==> config.mk <==
export PLATFORM = sky130hd
export DESIGN_NAME = imm_encoder
export DESIGN_NICKNAME = d
export VERILOG_FILES = /design/src/rtl/imm_pkg.sv /design/src/rtl/imm_encoder_core.sv /design/src/rtl/imm_encoder.sv
export SDC_FILE = /design/constraint.sdc
export NUM_CORES = 1
export LEC_CHECK = 0
export ABC_AREA = 1
export CAP_MARGIN = 10
export CORE_UTILIZATION = 46
export DETAILED_ROUTE_END_ITERATION = 10
export HOLD_SLACK_MARGIN = 0.08
export PLACE_DENSITY_LB_ADDON = 0.3
export SYNTH_ARGS = -nofsm -noshare
export SYNTH_HDL_FRONTEND = slang
export SYNTH_HIERARCHICAL = 1
export SYNTH_SLANG_ARGS = --single-unit
==> constraint.sdc <==
create_clock -name clk -period 1.58 [get_ports clk]
set_clock_uncertainty 0.15 [all_clocks]
set_input_delay 0.237 -clock clk [delete_from_list [all_inputs] [get_ports clk]]
set_output_delay 0.237 -clock clk [all_outputs]
set_load 0.02 [all_outputs]
==> src/rtl/imm_pkg.sv <==
// Shared immediate-format definitions for the immediate encoder and the decode-stage extender.
package imm_pkg;

   localparam int FIELD_W = 25;
   localparam int IMM_W   = 32;

   typedef enum logic [2:0] {
      IMM_I   = 3'b000,
      IMM_S   = 3'b001,
      IMM_B   = 3'b010,
      IMM_J   = 3'b011,
      IMM_U   = 3'b100,
      IMM_CSR = 3'b111
   } imm_src_t;

endpackage

==> src/rtl/imm_encoder_core.sv <==
// Combinational scatter of an immediate into instruction[31:7] plus representability check.
// CSR uimm encoding is built only when IMM_ENCODER_CSR_EN is defined.
import imm_pkg::*;

module imm_encoder_core (
   input  logic [2:0]         imm_src,
   input  logic [IMM_W-1:0]   imm,
   input  logic [FIELD_W-1:0] base,
   output logic [FIELD_W-1:0] field,
   output logic               err
);

   // Field index = instruction bit - 7; bits not owned by the format come from base.
   always_comb begin
      field = base;
      err   = 1'b0;
      case (imm_src)
         IMM_I: begin
            field[24:13] = imm[11:0];
            err          = !((&imm[31:11]) || !(|imm[31:11]));
         end
         IMM_S: begin
            field[24:18] = imm[11:5];
            field[4:0]   = imm[4:0];
            err          = !((&imm[31:11]) || !(|imm[31:11]));
         end
         IMM_B: begin
            field[24]    = imm[12];
            field[0]     = imm[11];
            field[23:18] = imm[10:5];
            field[4:1]   = imm[4:1];
            err          = !((&imm[31:12]) || !(|imm[31:12])) || imm[0];
         end
         IMM_J: begin
            field[24]    = imm[20];
            field[23:14] = imm[10:1];
            field[13]    = imm[11];
            field[12:5]  = imm[19:12];
            err          = !((&imm[31:20]) || !(|imm[31:20])) || imm[0];
         end
         IMM_U: begin
            field[24:5] = imm[31:12];
            err         = |imm[11:0];
         end
`ifdef IMM_ENCODER_CSR_EN
         IMM_CSR: begin
            field[12:8] = imm[4:0];
            err         = |imm[31:5];
         end
`endif
         default: begin
            field = base;
            err   = 1'b1;
         end
      endcase
   end

endmodule

==> src/rtl/imm_encoder.sv <==
// Two-stage pipelined immediate encoder with valid/ready flow control and saturating error count.
// Define IMM_ENCODER_CSR_EN to enable the CSR uimm format (imm_src 111).
import imm_pkg::*;

module imm_encoder #(
   parameter int CNT_W = 8
) (
   input  logic               clk,
   input  logic               rst,
   input  logic               in_valid,
   output logic               in_ready,
   input  logic [2:0]         imm_src,
   input  logic [IMM_W-1:0]   imm,
   input  logic [FIELD_W-1:0] base,
   output logic               out_valid,
   input  logic               out_ready,
   output logic [FIELD_W-1:0] field,
   output logic               err,
   output logic [CNT_W-1:0]   err_cnt
);

   logic               s1_valid;
   logic [2:0]         s1_src;
   logic [IMM_W-1:0]   s1_imm;
   logic [FIELD_W-1:0] s1_base;
   logic               s2_valid;
   logic               s1_advance;
   logic [FIELD_W-1:0] core_field;
   logic               core_err;

   // A stage may load when empty or when its contents move on this cycle.
   assign s1_advance = !s2_valid || out_ready;
   assign in_ready   = !s1_valid || s1_advance;
   assign out_valid  = s2_valid;

   always_ff @(posedge clk) begin
      if (rst) begin
         s1_valid <= 1'b0;
         s1_src   <= '0;
         s1_imm   <= '0;
         s1_base  <= '0;
      end else if (in_ready) begin
         s1_valid <= in_valid;
         if (in_valid) begin
            s1_src  <= imm_src;
            s1_imm  <= imm;
            s1_base <= base;
         end
      end
   end

   imm_encoder_core u_core (
      .imm_src (s1_src),
      .imm     (s1_imm),
      .base    (s1_base),
      .field   (core_field),
      .err     (core_err)
   );

   always_ff @(posedge clk) begin
      if (rst) begin
         s2_valid <= 1'b0;
         field    <= '0;
         err      <= 1'b0;
      end else if (s1_advance) begin
         s2_valid <= s1_valid;
         if (s1_valid) begin
            field <= core_field;
            err   <= core_err;
         end
      end
   end

   always_ff @(posedge clk) begin
      if (rst) begin
         err_cnt <= '0;
      end else if (s2_valid && out_ready && err && (err_cnt != {CNT_W{1'b1}})) begin
         err_cnt <= err_cnt + 1'b1;
      end
   end

endmodule

==> flow_metrics.py <==
metrics = {
    "run_status": {
        "outcome": "complete, no violations",
    },
    "power": {
        "p_per_area_nw_per_um2": 908,
        "max-vdd-ir-drop_uv": 566,
        "p_leak_uw": 0.00270,
    },
    "worst_setup_path": {
        "path_common_cell": "nor2_4",
        "r2r_start": "s1_src[1]$_SDFFE_PP0P_",
        "cp_max_fo": 6,
        "required_ns": 1.69,
        "slowest_delay_ns": 0.40,
        "endpoint_kind": "register",
        "path_cells": "inv_4, nor2_4, nand2_4, nand2_8, nor2_4, nand2_2, o211ai_1, o21ai_1, nor2_1",
        "cp-start-kind": "register",
        "cpLargestDelayFamily": "simple AND/OR/NAND/NOR gates",
        "cp_num_buf_inv": 1,
        "slowest_stage": "dfxtp_4",
        "crit_start": "s1_src[1]$_SDFFE_PP0P_",
        "critPathKind": "register to register",
        "cp.arrival_ns": 1.68,
    },
    "synth": {
        "synthTopCellsByArea": "dfxtp_1 40%, nor2_1 12%, nor2_2 8.0%",
        "synth_top_area_share": 0.405,
        "synth_top_flop_cell": "dfxtp_1",
        "syn_inst": 623,
        "syn-num-nets": 688,
        "netlist_area_um2": 4750,
        "synth-edff-count": 0,
        "ys_seq_area_frac": 0.405,
        "ys_async_sr_fraction": 0,
        "synth_largest_area_cell": "dfxtp_1",
        "ys_ff_latch": 96,
        "syn_area_per_cell_um2": 7.62,
        "synthDistinctLibCells": 30,
        "ys_warn_count": 6,
    },
    "placed_design": {
        "hpwlAfterDp_mm": 8.53,
        "portBuffers": 99,
        "place_area_um2": 5990,
        "place_congestion": 0.946,
        "placed_cells": 866,
    },
    "hold_path": {
        "min_from": "imm[5]",
        "hp-class": "input port to register",
    },
    "timing": {
        "tightest_slew_ns": 0.373,
        "finalCriticalPeriod_ns": 1.57,
        "slew_headroom": 0.751,
        "slew_violations": 0,
        "hold_viol": 0,
        "fmax_mhz": 636,
        "period_share": 0.995,
        "setup_viol": 0,
        "whs_ns": 0.317,
        "rsz0062_at_grt": "true",
        "timing.setup.tns_ns": 0,
    },
    "clock_network": {
        "ctsHtreeMaxLevel": 3,
        "root_buffer": "clkbuf_8",
        "clk_pin_slew_ns": 0.10,
        "cts_tree": "yes",
        "clk_latency_ns": 0.37,
        "hold_buffers": 0,
        "cts_buffers": 9,
        "clockBufferDepth": 2,
        "cts_sinks": 96,
    },
    "routing": {
        "drc_errors": 0,
        "drt_iter0_markers": 189,
        "routed_wl_mm": 11.5,
        "drtPass1Iterations": 5,
        "ant_nets": 0,
        "avgRoutedWirePerCell_um": 13.0,
        "vias": 4289,
        "via_per_inst": 4.86,
    },
    "floorplan": {
        "rows": 36,
        "die-area_um2": 10700,
        "die_y_um": 104,
        "initial_utilization": 0.479,
        "fp.coreArea_um2": 9910,
        "io_pins": 100,
        "die_w_um": 104,
    },
    "final_layout": {
        "fill_cells": 910,
        "fin_cells": 883,
        "num_antenna_cells": 0,
        "seq_area_um2": 1950,
        "multiInputGateArea_um2": 2470,
        "drive_gt1_frac": 0.264,
        "syn_to_final_growth_pct": 33.0,
        "finalCoreUtilization": 0.637,
        "nets": 811,
        "fin_area_um2": 6310,
    },
    "global_routing": {
        "grt_max_degree": 61,
        "grt-ovfl-total": 0,
        "grtUsageTotal": 0.226,
        "first_global_vias": 4157,
        "grt_pass1_wl_mm": 19.7,
        "grt_antenna_before_repair": 0,
    },
    "job": {
        "max_cap_viol_count": 0,
    },
}
-- placed cells by master, fill, tap and decap left out, types with 3 or more instances in the layout --
master / Yosys / layout
nor2_1: 156 / 150
o221ai_1: 7 / 6
nand2_4: 4 / 6
o21ai_2: 0 / 10
nand2_2: 4 / 8
dfxtp_1: 96 / 80
mux2_4: 10 / 10
nor2_2: 61 / 65
nand2_1: 72 / 67
nor2_4: 10 / 12
o211ai_1: 4 / 4
dfxtp_2: 0 / 13
buf_12: 6 / 6
o21ai_1: 26 / 34
o21ai_0: 61 / 43
clkdlybuf4s50_1: 0 / 63
nand4_1: 5 / 5
inv_2: 5 / 5
dlygate4sd2_1: 0 / 35
inv_1: 35 / 34
buf_4: 4 / 34
nand3_1: 17 / 17
a21oi_1: 12 / 11
clkbuf_8: 0 / 10
inv_6: 0 / 3
dfxtp_4: 0 / 3
-- layer usage --
layer,up-vias,GRT usage,share of wire
met3,12,0.0327,0.046
met1,1928,0.307,0.49
met5,-,0,0
met4,0,0.0683,0.011
li1,2239,-,-
met2,110,0.372,0.45
-- Yosys cell counts, types with 2 or more instances --
cell / number
o211ai_1: 4
nand3_1: 17
nand2_2: 4
mux2_4: 10
buf_4: 4
o21ai_1: 26
dfxtp_1: 96
o221ai_1: 7
nor2_4: 10
nand2_8: 2
buf_6: 6
buf_12: 6
clkbuf_1: 5
inv_1: 35
o22ai_1: 2
inv_2: 5
o21ai_0: 61
nor2_2: 61
buf_2: 7
nand2_4: 4
nor2_1: 156
nand4_1: 5
a21oi_1: 12
nand2_1: 72
-- worst reg2reg max path, delay by kind of cell, from the launching register on --
kind,cells,cell delay [ns]
AOI/OAI and AO/OA,2,0.32
buffers and inverters,1,0.04
DFF,1,0.40
and+or+nand+nor,6,0.55
-- cell type report --
class	count	area share
Clock buffer	10	0.0218
Clock inverter	5	0.0137
Inverter	42	0.0283
Multi-Input combinational cell	457	0.391
Sequential cell	96	0.309
Tap cell	133	0.0264
Timing Repair Buffer	140	0.210
-- state kept, by name, summed over array words and instances (netlist names) --
register / count
s1_base: 25
err_cnt: 8
s1_valid: 1
s1_imm: 32
field: 25
s1_src: 3
err: 1
out_valid: 1
-- power by group --
part | switching [uW] | internal, uW | leakage (uW)
clock | 880 | 944 | 0.000114
sequential | 144 | 2590 | 0.000800
combinational | 610 | 567 | 0.00178
total | 1630 | 4100 | 0.00270
-- logic make-up (layout without fill, tap and decap cells) --
logic type	Yosys count	after routing	synth area share
DFF	96	96	0.405
and+or+nand+nor	333	334	0.338
AOI/OAI and AO/OA	112	112	0.126
buffers and inverters	71	197	0.0967
adders and majority gates	1	1	0.00264
muxes	10	10	0.0316
-- repair_timing --
action | 4_1_cts | 5_1_grt
endpoints found under the setup margin | 54 | 29
endpoints found under the hold margin | 0 | 0
buffers inserted | 0 | 1
gates cloned | 1 | 0
pin swaps | 14 | 22
gates resized for setup | 60 | 44
-- metrics by stage --
step | worst slack (ns) | total power, uW
floorplan | 0.0112 | 3470
global placement | -0.268 | 3910
detailed placement | -0.279 | 3930
CTS | -0.00980 | 5720
global route | -0.0664 | 6000
finish | 0.00729 | 5730
-- final timing paths --
check	end	cells after the start	slack, ns
min	s1_imm[5]$_SDFFE_PP0P_	3	0.32
max reg2reg	field[14]$_SDFFE_PP0P_	9	0.007
max	field[14]$_SDFFE_PP0P_	9	0.007
min reg2reg	field[14]$_SDFFE_PP0P_	2	0.33
No activity file was read; power rests on OpenSTA's default activity.
